$ cat src/rtl/fetch_stage_pkg.sv
// Shared opcodes, bubble word, fetch FSM encoding and IF/ID payload types for fetch_stage.
package fetch_stage_pkg;

    localparam int unsigned XLEN = 32;

    localparam logic [6:0] OP_BRA  = 7'b1100011;
    localparam logic [6:0] OP_JAL  = 7'b1101111;
    localparam logic [6:0] OP_JALR = 7'b1100111;

    localparam logic [XLEN-1:0] NOP_INST = 32'h0000_0013;

    typedef enum logic [1:0] {
        IDLE  = 2'd0,
        FETCH = 2'd1,
        HOLD  = 2'd2,
        DROP  = 2'd3
    } fetch_state_e;

    // IF/ID bundle handed to decode
    typedef struct packed {
        logic [XLEN-1:0] pc;
        logic [XLEN-1:0] pcp4;
        logic [XLEN-1:0] inst;
        logic            pred;
    } ifid_t;

    // word captured while decode is stalled
    typedef struct packed {
        logic [XLEN-1:0] pc;
        logic [XLEN-1:0] inst;
        logic            pred;
        logic [XLEN-1:0] target;
    } skid_t;

    function automatic logic [XLEN-1:0] align_pc(input logic [XLEN-1:0] a);
        return {a[XLEN-1:2], 2'b00};
    endfunction

endpackage

$ cat src/rtl/fetch_stage_branch_predictor_bht.sv
// 2-bit BHT plus B-type/JAL target pre-decode for fetch_stage.
// Compiled only when BRANCH_PREDICT_EN is defined.
`ifdef BRANCH_PREDICT_EN
module branch_predictor_bht #(
    parameter int unsigned ENTRIES = 64
) (
    input  logic        clk,
    input  logic        rst,
    input  logic [31:0] i_pc,
    input  logic [31:0] i_inst,
    output logic        o_pred_c,
    output logic [31:0] o_target_c,
    input  logic        i_upd_valid,
    input  logic [31:0] i_upd_pc,
    input  logic        i_upd_taken
);
    import fetch_stage_pkg::*;

    localparam int unsigned IDX_W = $clog2(ENTRIES);

    logic [1:0]       r_bht [ENTRIES];
    logic [IDX_W-1:0] w_rd_idx;
    logic [IDX_W-1:0] w_wr_idx;
    logic [31:0]      w_imm_b;
    logic [31:0]      w_imm_j;
    logic             w_unused;

    assign w_rd_idx = i_pc[IDX_W+1:2];
    assign w_wr_idx = i_upd_pc[IDX_W+1:2];
    assign w_unused = ^{i_upd_pc[31:IDX_W+2], i_upd_pc[1:0]};

    assign w_imm_b = {{19{i_inst[31]}}, i_inst[31], i_inst[7], i_inst[30:25], i_inst[11:8], 1'b0};
    assign w_imm_j = {{11{i_inst[31]}}, i_inst[31], i_inst[19:12], i_inst[20], i_inst[30:21], 1'b0};

    // lookup reads the pre-update counter value
    always_comb begin
        o_pred_c   = 1'b0;
        o_target_c = i_pc + 32'd4;
        case (i_inst[6:0])
            OP_BRA: begin
                o_pred_c   = r_bht[w_rd_idx][1];
                o_target_c = i_pc + w_imm_b;
            end
            OP_JAL: begin
                o_pred_c   = 1'b1;
                o_target_c = i_pc + w_imm_j;
            end
            OP_JALR: o_pred_c = 1'b0;
            default: o_pred_c = 1'b0;
        endcase
    end

    // saturating counter training from resolved branches
    always_ff @(posedge clk or negedge rst) begin
        if (!rst) begin
            for (int unsigned i = 0; i < ENTRIES; i++) begin
                r_bht[IDX_W'(i)] <= 2'b01;
            end
        end else if (i_upd_valid) begin
            if (i_upd_taken && (r_bht[w_wr_idx] != 2'b11)) begin
                r_bht[w_wr_idx] <= r_bht[w_wr_idx] + 2'd1;
            end else if (!i_upd_taken && (r_bht[w_wr_idx] != 2'b00)) begin
                r_bht[w_wr_idx] <= r_bht[w_wr_idx] - 2'd1;
            end
        end
    end

endmodule
`endif

$ cat src/rtl/fetch_stage.sv
// IF stage: single-outstanding imem port, skid buffer for stalls, redirects, IF/ID register.
// Define BRANCH_PREDICT_EN to enable BHT/JAL prediction in fetch.
module fetch_stage #(
    parameter logic [31:0] RESET_PC    = 32'h0000_0000,
    parameter int unsigned BHT_ENTRIES = 64,
    parameter logic [31:0] NOP_INST    = 32'h0000_0013
) (
    input  logic        clk,
    input  logic        rst,
    input  logic        keep,
    input  logic        redirect_valid,
    input  logic [31:0] redirect_pc,
    input  logic        early_branch_valid,
    input  logic [31:0] early_branch_pc,
    input  logic        bht_update_valid,
    input  logic [31:0] bht_update_pc,
    input  logic        bht_update_taken,
    output logic        imem_req,
    output logic [31:0] imem_addr,
    input  logic        imem_ready,
    input  logic [31:0] imem_rdata,
    output logic [31:0] PC_pype0,
    output logic [31:0] PCp4_pype0,
    output logic [31:0] Instraction_pype,
    output logic        is_branch_predict_pype0
);
    import fetch_stage_pkg::fetch_state_e;
    import fetch_stage_pkg::ifid_t;
    import fetch_stage_pkg::skid_t;
    import fetch_stage_pkg::align_pc;
    import fetch_stage_pkg::IDLE;
    import fetch_stage_pkg::FETCH;
    import fetch_stage_pkg::HOLD;
    import fetch_stage_pkg::DROP;

    localparam ifid_t BUBBLE     = {32'h0, 32'h0, NOP_INST, 1'b0};
    localparam skid_t SKID_EMPTY = {32'h0, NOP_INST, 1'b0, 32'h0};

    fetch_state_e r_state;
    logic [31:0]  r_pc;
    logic [31:0]  r_addr;
    logic         r_req;
    ifid_t        r_ifid;
    skid_t        r_skid;

    logic         w_pred;
    logic [31:0]  w_target;
    logic         w_redir;
    logic [31:0]  w_redir_pc;
    logic [31:0]  w_cap_next;
    logic [31:0]  w_skid_next;
    logic         w_outstanding;

`ifdef BRANCH_PREDICT_EN
    branch_predictor_bht #(
        .ENTRIES     (BHT_ENTRIES)
    ) u_bht (
        .clk         (clk),
        .rst         (rst),
        .i_pc        (r_addr),
        .i_inst      (imem_rdata),
        .o_pred_c    (w_pred),
        .o_target_c  (w_target),
        .i_upd_valid (bht_update_valid),
        .i_upd_pc    (bht_update_pc),
        .i_upd_taken (bht_update_taken)
    );
`else
    logic w_unused_bht;

    assign w_pred       = 1'b0;
    assign w_target     = r_addr + 32'd4;
    assign w_unused_bht = ^{bht_update_valid, bht_update_pc, bht_update_taken, 32'(BHT_ENTRIES),
                            fetch_stage_pkg::OP_BRA, fetch_stage_pkg::OP_JAL, fetch_stage_pkg::OP_JALR};
`endif

    // EX/MEM redirect outranks the decode early-branch redirect
    assign w_redir       = redirect_valid | early_branch_valid;
    assign w_redir_pc    = align_pc(redirect_valid ? redirect_pc : early_branch_pc);
    assign w_cap_next    = align_pc(w_pred ? w_target : r_pc + 32'd4);
    assign w_skid_next   = align_pc(r_skid.pred ? r_skid.target : r_skid.pc + 32'd4);
    assign w_outstanding = ((r_state == FETCH) || (r_state == DROP)) && !imem_ready;

    always_ff @(posedge clk or negedge rst) begin
        if (!rst) begin
            r_state <= IDLE;
            r_pc    <= align_pc(RESET_PC);
            r_addr  <= align_pc(RESET_PC);
            r_req   <= 1'b0;
            r_ifid  <= BUBBLE;
            r_skid  <= SKID_EMPTY;
        end else if (w_redir) begin
            // flush; a request still in flight must be drained before refetching
            r_pc   <= w_redir_pc;
            r_ifid <= BUBBLE;
            r_skid <= SKID_EMPTY;
            r_req  <= 1'b1;
            if (w_outstanding) begin
                r_state <= DROP;
            end else begin
                r_state <= FETCH;
                r_addr  <= w_redir_pc;
            end
        end else begin
            case (r_state)
                IDLE: begin
                    r_state <= FETCH;
                    r_req   <= 1'b1;
                    r_addr  <= r_pc;
                    if (!keep) r_ifid <= BUBBLE;
                end
                FETCH: begin
                    if (imem_ready) begin
                        if (keep) begin
                            r_skid  <= {r_pc, imem_rdata, w_pred, w_target};
                            r_state <= HOLD;
                            r_req   <= 1'b0;
                        end else begin
                            r_ifid <= {r_pc, r_pc + 32'd4, imem_rdata, w_pred};
                            r_pc   <= w_cap_next;
                            r_addr <= w_cap_next;
                        end
                    end else if (!keep) begin
                        r_ifid <= BUBBLE;
                    end
                end
                HOLD: begin
                    if (!keep) begin
                        r_ifid  <= {r_skid.pc, r_skid.pc + 32'd4, r_skid.inst, r_skid.pred};
                        r_pc    <= w_skid_next;
                        r_addr  <= w_skid_next;
                        r_req   <= 1'b1;
                        r_state <= FETCH;
                    end
                end
                DROP: begin
                    // stale response is consumed and discarded here
                    if (imem_ready) begin
                        r_state <= FETCH;
                        r_addr  <= r_pc;
                    end
                    if (!keep) r_ifid <= BUBBLE;
                end
                default: r_state <= IDLE;
            endcase
        end
    end

    assign imem_req                = r_req;
    assign imem_addr               = r_addr;
    assign PC_pype0                = r_ifid.pc;
    assign PCp4_pype0              = r_ifid.pcp4;
    assign Instraction_pype        = r_ifid.inst;
    assign is_branch_predict_pype0 = r_ifid.pred;

endmodule

$ cat config.mk
export PLATFORM = sky130hd
export DESIGN_NAME = fetch_stage
export DESIGN_NICKNAME = d
export VERILOG_FILES = /design/src/rtl/fetch_stage_pkg.sv /design/src/rtl/fetch_stage_branch_predictor_bht.sv /design/src/rtl/fetch_stage.sv
export SDC_FILE = /design/constraint.sdc
export NUM_CORES = 1
export LEC_CHECK = 0
export CELL_PAD_IN_SITES_DETAIL_PLACEMENT = 2
export CELL_PAD_IN_SITES_GLOBAL_PLACEMENT = 2
export CORE_ASPECT_RATIO = 0.75
export CORE_MARGIN = 5
export CORE_UTILIZATION = 27
export DETAILED_ROUTE_END_ITERATION = 6
export PLACE_DENSITY = 0.77
export SLEW_MARGIN = 10
export SYNTH_ARGS = -nofsm -noshare
export SYNTH_HDL_FRONTEND = slang
export SYNTH_SLANG_ARGS = --single-unit
$ cat constraint.sdc
create_clock -name clk -period 2.3 [get_ports clk]
set_input_delay 0.46 -clock clk [delete_from_list [all_inputs] [get_ports clk]]
set_output_delay 0.46 -clock clk [all_outputs]
set_load 0.03 [all_outputs]
==> impl_results.md, run 1 <==
- Leak: 7.73 nW
- Clock Sinks: 222
- Die area: 0.0496 mm²
- Port Buffer Count: 225
- Power per cell area: 879 mW/mm²
- Clk buf depth: 3
- Total Wirelength: 67100 µm
- Commonest cells in the netlist: nand2_1, dfrtp_1, o21ai_0
- Run status: finished with violations
- DR iter-0 viols: 1240
- Worst path slowest cell: or4_4
- Final setup viols: 15
- Site Rows: 67
- Vias in the first global route: 15321
- Distinct cells, synth: 72
- Mapped Avg Cell Area: 8.56 µm²
- Crit path cell chain: ha_4 -> nand3_4 -> or4_4 -> or3_4 -> mux2i_2 -> o31ai_2 -> a22oi_1
- DR DRC count: 0
- Cell-internal power: 9.97 mW
- Slew @ Worst Pin: 0.611 ns
- Failing checks: negative setup slack
- Combinational fraction of design power: 41.7%
- Total GRT Usage: 24.8%
- Post-route antenna net violation count: 0
- Cell with the most instances after synthesis: nand2_1
- Data arrival, critical path: 2.86 ns
- Most used DFF post-synth: dfrtp_1
- Total power: 16.5 mW
- Core box area: 0.0447 mm²
- Setup crit end kind: flip-flop
- CTS tree: done
- Setup CP Type: reg2reg
- Final Wtd Congestion: 0.942
- Tmin final: 2.41 ns
- Nets@finish: 1986
- Switch share: 39.6%
- Worst Hold Slack: 0.402 ns
- Router iterations before antenna repair: 5
- Slew Limit Fails: 0
- Antenna violations before repair: 1
- Sequential Power Share: 29.6%
- Die Ht: 194 µm
- Clk pin slew, worst setup/hold paths: 0.06 ns
- RSZ-0062 raised after global routing: true
- Share of post-route cells with drive strength above 1: 24.0%
- Setup slack after layout: -0.109 ns
- DP Wirelength: 46700 µm
- Clock Power Share: 28.7%
- Number of max-cap violations: 0
- Flops & latches, synth: 222
- Wire per inst: 27.4 µm
- Top post-synthesis cells by area: dfrtp_1, nand2_1, o21ai_0
- Critical-path maximum fanout: 6
- P&R area growth vs syn: 53.8%
- Sequential fraction of the synthesis area: 45.6%
- Chip Width: 256 µm
- Io pins: 266
- Total global routing overflow: 0
- Async SR Flop Fraction: 100%
- Synth top area share: 44.3%
- Startpoint Class: flip-flop
- Net Sw Power: 6.54 mW
- Worst Hold Class: in2async
- Fmax: 415 MHz
- Number of synthesized flops with an enable pin: 0
- H-tree lvl count: 1
- Max transition margin: 58.9%
- Worst skew pair latency: 0.58 ns
- First-pass GRT wire length: 97300 µm
- Vias per inst: 5.71
- Fin crit share: 105%
- Clock Skew: 0.0229 ns
- # fillers: 4802
- ANT cells: 0
- Worst IR drop on VDD: 606 µV
- R2R setup slack: -0.11 ns
- Design Area, Final: 0.0188 mm²
- Ys Warns: 0
- Total CTS buffers: 28
- Initial Util: 27.3%
- Endpoints failing hold: 0
- Synthesized cell area: 0.0122 mm²
- Largest net degree at the start of global routing: 52
- Worst EP required: 2.75 ns
- Via count: 13991
- Cells after Synth: 1427
- Critical path's largest stage delay: 0.61 ns
- Area leader, netlist: dfrtp_1
- Placed Instance Area: 0.0172 mm²
- Root buf cell: clkbuf_16
## path summary, 6_finish.rpt
| path | end | startpoint | depth (start not counted) |
|---|---|---|---|
| max reg2reg | PCp4_pype0[30] | r_pc[2] | 7 |
| min | PC_pype0[22] | rst | 2 |
| max | PCp4_pype0[30] | r_pc[2] | 7 |
| min reg2reg | r_skid[34] | r_skid[34] | 2 |
| min in group clk | r_skid[34] | r_skid[34] | 2 |
| max in group asynchronous | Instraction_pype[0] | rst | 3 |
## layout make-up
type	instances	area [µm²]	area share, %
clock inverters	15	195	1.04
repair buffers	519	4950	26.4
clock buffers	35	767	4.08
well taps	586	733	3.90
inverters	24	93.8	0.500
flip-flops and latches	222	5570	29.7
multi-input cells	1049	6470	34.5
## layer usage
metal  vias to the layer above  part of all wire (%)  global-route usage [%]
met4                         2                   3.3                    6.63
met2                       576                    47                    41.1
met5                         -                 0.019                       0
met3                       151                   6.4                    4.35
met1                      7309                    43                    33.7
li1                       5953                     -                       -
## registers in the layout, summed over array words and instances, names as in the netlist
| register | count |
|---|---|
| Instraction_pype | 32 |
| PC_pype0 | 32 |
| PCp4_pype0 | 32 |
| imem_addr | 30 |
| imem_req | 1 |
| is_branch_predict_pype0 | 1 |
| r_pc | 30 |
| r_skid | 62 |
| r_state | 2 |
## critical path: cells and delay by family (launching register included)
family          cells  cell delay [ns]
fa+ha+maj           1             0.20
flops               1             0.46
compound gates      2             0.28
simple gates        3             1.15
mux                 1             0.19
## power groups by stage
stage	Clock (mW)	Combinational (mW)	Sequential (mW)
floorplan	0	2.19	5.54
global placement	0	6.00	4.90
detailed placement	0	6.21	4.93
CTS	4.82	6.36	4.88
global route	5.01	7.18	4.94
finish	4.73	6.88	4.90
## logic make-up after synthesis
kind of cell / count (synthesis) / synth area share, %
AOI/OAI and AO/OA: 489 / 25.6
and+or+nand+nor: 482 / 17.6
DFF: 222 / 45.6
buffers and inverters: 157 / 5.23
xor gates and xnor gates: 45 / 3.23
muxes: 25 / 2.11
adders and majority gates: 6 / 0.615
other: 1 / 0.0307
## timing repair
| action | 4_1_cts | 5_1_grt |
|---|---|---|
| buffers inserted | 3 | 20 |
| cloned | 0 | 3 |
| hold buffers | 1 | 0 |
| pin swaps | 9 | 23 |
| endpoints found under the setup margin | 43 | 107 |
| hold endpoints to repair | 41 | 0 |
| gates resized for setup | 34 | 53 |
## placed cells by master, fill, tap and decap left out, drive strengths merged, types with 8 or more instances in the layout
cell type      synthesis  final
a21oi                 62     62
a221o                  9      9
xor2                  21     21
or3                    8      8
inv                   22     22
o22ai                 16     16
nand2                277    277
buf                   30    293
nor4                  13     13
dfrtp                216    216
clkinv                 2     10
nand4                 10     10
nor3                  28     28
o31ai                 11     11
xnor2                 24     24
a22oi                 79     79
a221oi                20     20
a22o                  16     16
clkdlybuf4s50          0    219
nor2                  75     75
o21ai                202    202
nand3                 31     31
o221ai                15     15
a31oi                 13     13
clkbuf               103     37
mux2i                 19     19
## through the flow
stage	setup WS (ns)	TNS, ns	utilization (%)	std cells
floorplan	0.00145	0	-	1428
global placement	-0.246	-26.69	38.5	2374
detailed placement	-0.387	-41.23	38.5	2374
CTS	-0.0202	-0.0385	41.0	2427
global route	-0.167	-2.22	42.0	2450
finish	-0.109	-0.685	42.0	2450
Note: power is estimated with default switching activity, not from simulation.
==> inputs of run 2 (changes only) <==
--- a/config.mk
+++ b/config.mk
@@ -9,9 +9,9 @@
 export CELL_PAD_IN_SITES_GLOBAL_PLACEMENT = 2
 export CORE_ASPECT_RATIO = 0.75
 export CORE_MARGIN = 5
-export CORE_UTILIZATION = 27
+export CORE_UTILIZATION = 30
 export DETAILED_ROUTE_END_ITERATION = 6
-export PLACE_DENSITY = 0.77
+export PLACE_DENSITY = 0.81
 export SLEW_MARGIN = 10
 export SYNTH_ARGS = -nofsm -noshare
 export SYNTH_HDL_FRONTEND = slang
==> constraint.sdc (replaced) <==
create_clock -name clk -period 2.7 [get_ports clk]
set_input_delay 0.54 -clock clk [delete_from_list [all_inputs] [get_ports clk]]
set_output_delay 0.54 -clock clk [all_outputs]
set_load 0.03 [all_outputs]
==> impl_results.md, run 2 (synthesis results as in run 1) <==
- Run status: completed
- Placed cells: 2199
- Total CTS buffers: 26
- Vias in the first global route: 14415
- Fin crit share: 98.1%
- Power per cell area: 773 mW/mm²
- # fillers: 4406
- Final setup viols: 0
- Setup TNS: 0 ns
- Worst Hold Class: in2async
- Clock Sinks: 222
- Setup CP Type: reg2reg
- Largest net degree at the start of global routing: 96
- CTS tree: done
- DR DRC count: 0
- Total global routing overflow: 0
- Fmax: 377 MHz
- Largest register FFs: 62
- Io pins: 266
- Via count: 13062
- Slew Limit Fails: 0
- Endpoints failing hold: 0
- Largest Register: r_skid
- Data arrival, critical path: 3.12 ns
- Post-CTS Setup Bufs: 0
- Max transition margin: 58.2%
- Port Buffer Count: 225
- Startpoint Class: flip-flop
- FF-to-FF Start: r_skid[76]
- Antenna violations before repair: 0
- Setup slack after layout: 0.0501 ns
- Post-route antenna net violation count: 0
- Setup crit end kind: flip-flop
- Total Wirelength: 59400 µm
- Final Wtd Congestion: 0.907
- Worst Hold Slack: 0.407 ns
- Vias per inst: 5.81
- Leak: 6.86 nW
- Worst skew pair latency: 0.56 ns
- Clk pin slew, worst setup/hold paths: 0.07 ns
- P&R area growth vs syn: 40.1%
- Die area: 0.0449 mm²
- Router iterations before antenna repair: 5
- Die Ht: 185 µm
- Share of post-route cells with drive strength above 1: 14.4%
- Initial Util: 30.1%
- Chip Width: 243 µm
- H-tree lvl count: 1
- Core box area: 0.0405 mm²
- Most common cell after layout, fill and taps aside: nand2_1
- Total GRT Usage: 25.6%
- Most frequent cells in the layout: nand2_1, clkdlybuf4s50_1, dfrtp_1
- Slew @ Worst Pin: 0.628 ns
- Root buf cell: clkbuf_16
- Critical-path maximum fanout: 17
- Finished Core Util: 42.2%
- Fin cells: 2249
- Nets@finish: 1842
- Wire per inst: 26.4 µm
- Clk buf depth: 3
- Place WS: -0.0881 ns
- Critical path origin: r_skid[76]
- First-pass GRT wire length: 90200 µm
- Worst EP required: 3.17 ns
- Clock Skew: 0.0220 ns
- DR iter-0 viols: 1190
- Worst IR drop on VDD: 447 µV
- Tmin final: 2.65 ns
- Number of max-cap violations: 0
- Site Rows: 64
- DP Wirelength: 42100 µm
==> run 2: changes by cell type in the layout (fill, tap and decap cells not counted), moves of 5 or more <==
cell and change:
buf_4 -120, buf_12 -10, buf_6 -9, dfrtp_1 +6, dfrtp_2 -6, clkdlybuf4s50_1 +5
clkinv_2 -5, nand2_1 +5, nand2_2 -5, nor3_1 +5
==> run 2: metal layers <==
metal	wire, µm	up-vias	global-route usage [%]
li1	-	5683	-
met1	25100	6752	33.1
met2	28500	501	43.7
met3	3830	126	4.97
met4	1990	0	7.76
met5	0	-	0
==> run 2: final cells by class <==
cell class | count | area (µm²) | area share [%]
inverter | 24 | 90.1 | 0.527
multi-input combinational | 1049 | 6140 | 35.9
clock inverter | 9 | 176 | 1.03
sequential | 222 | 5560 | 32.5
tap | 528 | 661 | 3.86
clock buffer | 39 | 781 | 4.56
antenna | 1 | 2.50 | 0.0146
timing repair buffer | 377 | 3690 | 21.6
==> run 2: critical path, cell delays in order (launching register included) <==
cell	delay, ns
dfrtp_1	0.48
nand3_2	0.20
or4_4	0.66
or4_4	0.56
a21oi_2	0.34
o32ai_1	0.13
a31oi_1	0.18
==> run 2: worst paths after layout <==
check	cells after the start	slack, ns	endpoint
setup reg to reg	6	0.05	r_pc[27]
min in group clk	2	0.47	r_skid[37]
max in group asynchronous	3	1.39	PC_pype0[21]
hold / removal	2	0.41	PC_pype0[7]
hold reg to reg	2	0.47	r_skid[37]
setup / recovery	6	0.05	r_pc[27]
==> run 2: metrics by stage <==
stage / area, µm² / total power [mW]
2_1_floorplan: 12200 / 6.58
3_3_place_gp: 16100 / 8.88
3_5_place_dp: 16100 / 9.09
4_1_cts: 17100 / 13.2
5_1_grt: 17100 / 13.7
6_report: 17100 / 13.2
==> run 2: what timing repair did <==
action / in CTS / in global routing
setup endpoints to repair: 4 / 9
endpoints found under the hold margin: 12 / 0
hold buffers: 1 / 0
resized for setup: 2 / 8
==> run 2: where the power goes <==
part           internal [mW]  switching (mW)  total (mW)
clock network           2.47            1.56        4.04
registers               3.78           0.421        4.21
logic                   1.86            3.12        4.98
total                   8.12            5.10        13.2
==> inputs of run 3 (changes only) <==
--- a/config.mk
+++ b/config.mk
@@ -7,12 +7,11 @@
 export LEC_CHECK = 0
 export CELL_PAD_IN_SITES_DETAIL_PLACEMENT = 2
 export CELL_PAD_IN_SITES_GLOBAL_PLACEMENT = 2
-export CORE_ASPECT_RATIO = 0.75
+export CORE_ASPECT_RATIO = 1.1
 export CORE_MARGIN = 5
 export CORE_UTILIZATION = 30
 export DETAILED_ROUTE_END_ITERATION = 6
 export PLACE_DENSITY = 0.81
-export SLEW_MARGIN = 10
 export SYNTH_ARGS = -nofsm -noshare
 export SYNTH_HDL_FRONTEND = slang
 export SYNTH_SLANG_ARGS = --single-unit
==> impl_results.md, run 3 (synthesis results as in run 1) <==
- First-pass GRT wire length: 88900 µm
- Tmin final: 2.61 ns
- Worst EP required: 3.12 ns
- Die Ht: 222 µm
- Share of post-route cells with drive strength above 1: 13.4%
- Slew Limit Fails: 0
- Fin cells: 2220
- Wire per inst: 26.5 µm
- Total Wirelength: 58800 µm
- Power per cell area: 775 mW/mm²
- Post-route antenna net violation count: 0
- DR DRC count: 0
- Startpoint Class: flip-flop
- R2R setup slack: 0.09 ns
- Worst Hold Class: reg2reg
- Largest Register: r_skid
- Setup crit end kind: flip-flop
- DR iter-0 viols: 575
- Worst IR drop on VDD: 450 µV
- Setup TNS: 0 ns
- Critical-path maximum fanout: 4
- Initial Util: 30.3%
- Number of max-cap violations: 0
- Largest net degree at the start of global routing: 76
- Most common cell after layout, fill and taps aside: nand2_1
- Nets@finish: 1829
- Clk buf depth: 3
- Total CTS buffers: 27
- Router iterations before antenna repair: 5
- Post-CTS Setup Bufs: 0
- ANT cells: 0
- Most frequent cells in the layout: nand2_1, clkdlybuf4s50_1, dfrtp_1
- Clock Skew: 0.0158 ns
- Io pins: 266
- Worst Hold Slack: 0.465 ns
- Core box area: 0.0403 mm²
- Setup CP Type: reg2reg
- DP Wirelength: 42800 µm
- Endpoints failing hold: 0
- RSZ-0062 raised after global routing: false
- Root buf cell: clkbuf_16
- Clock Sinks: 222
- CTS tree: done
- Total GRT Usage: 25.2%
- Data arrival, critical path: 3.02 ns
- Worst skew pair latency: 0.57 ns
- Placed cells: 2170
- Final setup viols: 0
- Final Wtd Congestion: 0.915
- Site Rows: 77
- Fin crit share: 96.5%
- Max transition margin: 53.6%
- Largest register FFs: 62
- Placed Instance Area: 0.0159 mm²
- Chip Width: 202 µm
- Die area: 0.0448 mm²
- Vias per inst: 5.81
- Run status: completed
- P&R area growth vs syn: 38.2%
- Clk pin slew, worst setup/hold paths: 0.06 ns
- Design Area, Final: 0.0169 mm²
- H-tree lvl count: 1
- Via count: 12909
- Vias in the first global route: 14404
- Total global routing overflow: 0
- Antenna violations before repair: 0
- Slew @ Worst Pin: 0.696 ns
- Leak: 6.76 nW
- Fmax: 384 MHz
- Port Buffer Count: 225
-- run 3: timing repair --
action	4_1_cts	5_1_grt
endpoints found under the setup margin	0	6
hold endpoints to repair	14	0
hold buffers	1	0
resized for setup	0	4
-- run 3: worst max-delay path, stage by stage, from the launching register on --
cell       delay (ns)
dfrtp_1          0.37
buf_4            0.16
nand3_2          0.09
or4_1            0.61
nor4b_2          0.30
buf_4            0.17
xor2_1           0.09
a2111oi_0        0.58
nor2_1           0.10
-- run 3: area by class of cell --
class	instances	area (µm²)
inverter	24	90.1
multi-input combinational	1049	6110
sequential	222	5560
fill	4418	23400
clock inverter	10	181
clock buffer	39	771
timing repair buffer	363	3520
tap	513	642
-- run 3: metrics by stage --
step	utilization (%)	power (mW)	worst slack (ns)
after floorplan	-	6.58	0.209
after global placement	39.5	8.83	0.0677
after detailed placement	39.5	9.02	-0.0622
after CTS	41.9	13.1	0.0418
after global routing	41.9	13.6	0.000536
final	41.9	13.1	0.0936
-- run 3: per-layer routing --
metal  part of all wire [%]  track usage [%]
met5                      0                0
met1                     39             29.8
met4                    5.3             11.4
met3                    5.3             3.99
met2                     50             44.9
-- run 3: where the power goes --
group	leakage (nW)	internal (mW)	switching, mW
Combinational	3.40	1.78	3.05
Clock	0.464	2.45	1.58
Sequential	2.90	3.79	0.424
Total	6.76	8.02	5.06
-- run 3: final timing paths --
check                           start                  end  cells past startpoint
hold reg to reg            r_skid[33]           r_skid[33]                      2
hold / removal             r_skid[33]           r_skid[33]                      2
max in group asynchronous         rst  Instraction_pype[0]                      3
min in group asynchronous         rst          PC_pype0[1]                      2
setup reg to reg              r_pc[2]        imem_addr[25]                      8
setup / recovery              r_pc[2]        imem_addr[25]                      8
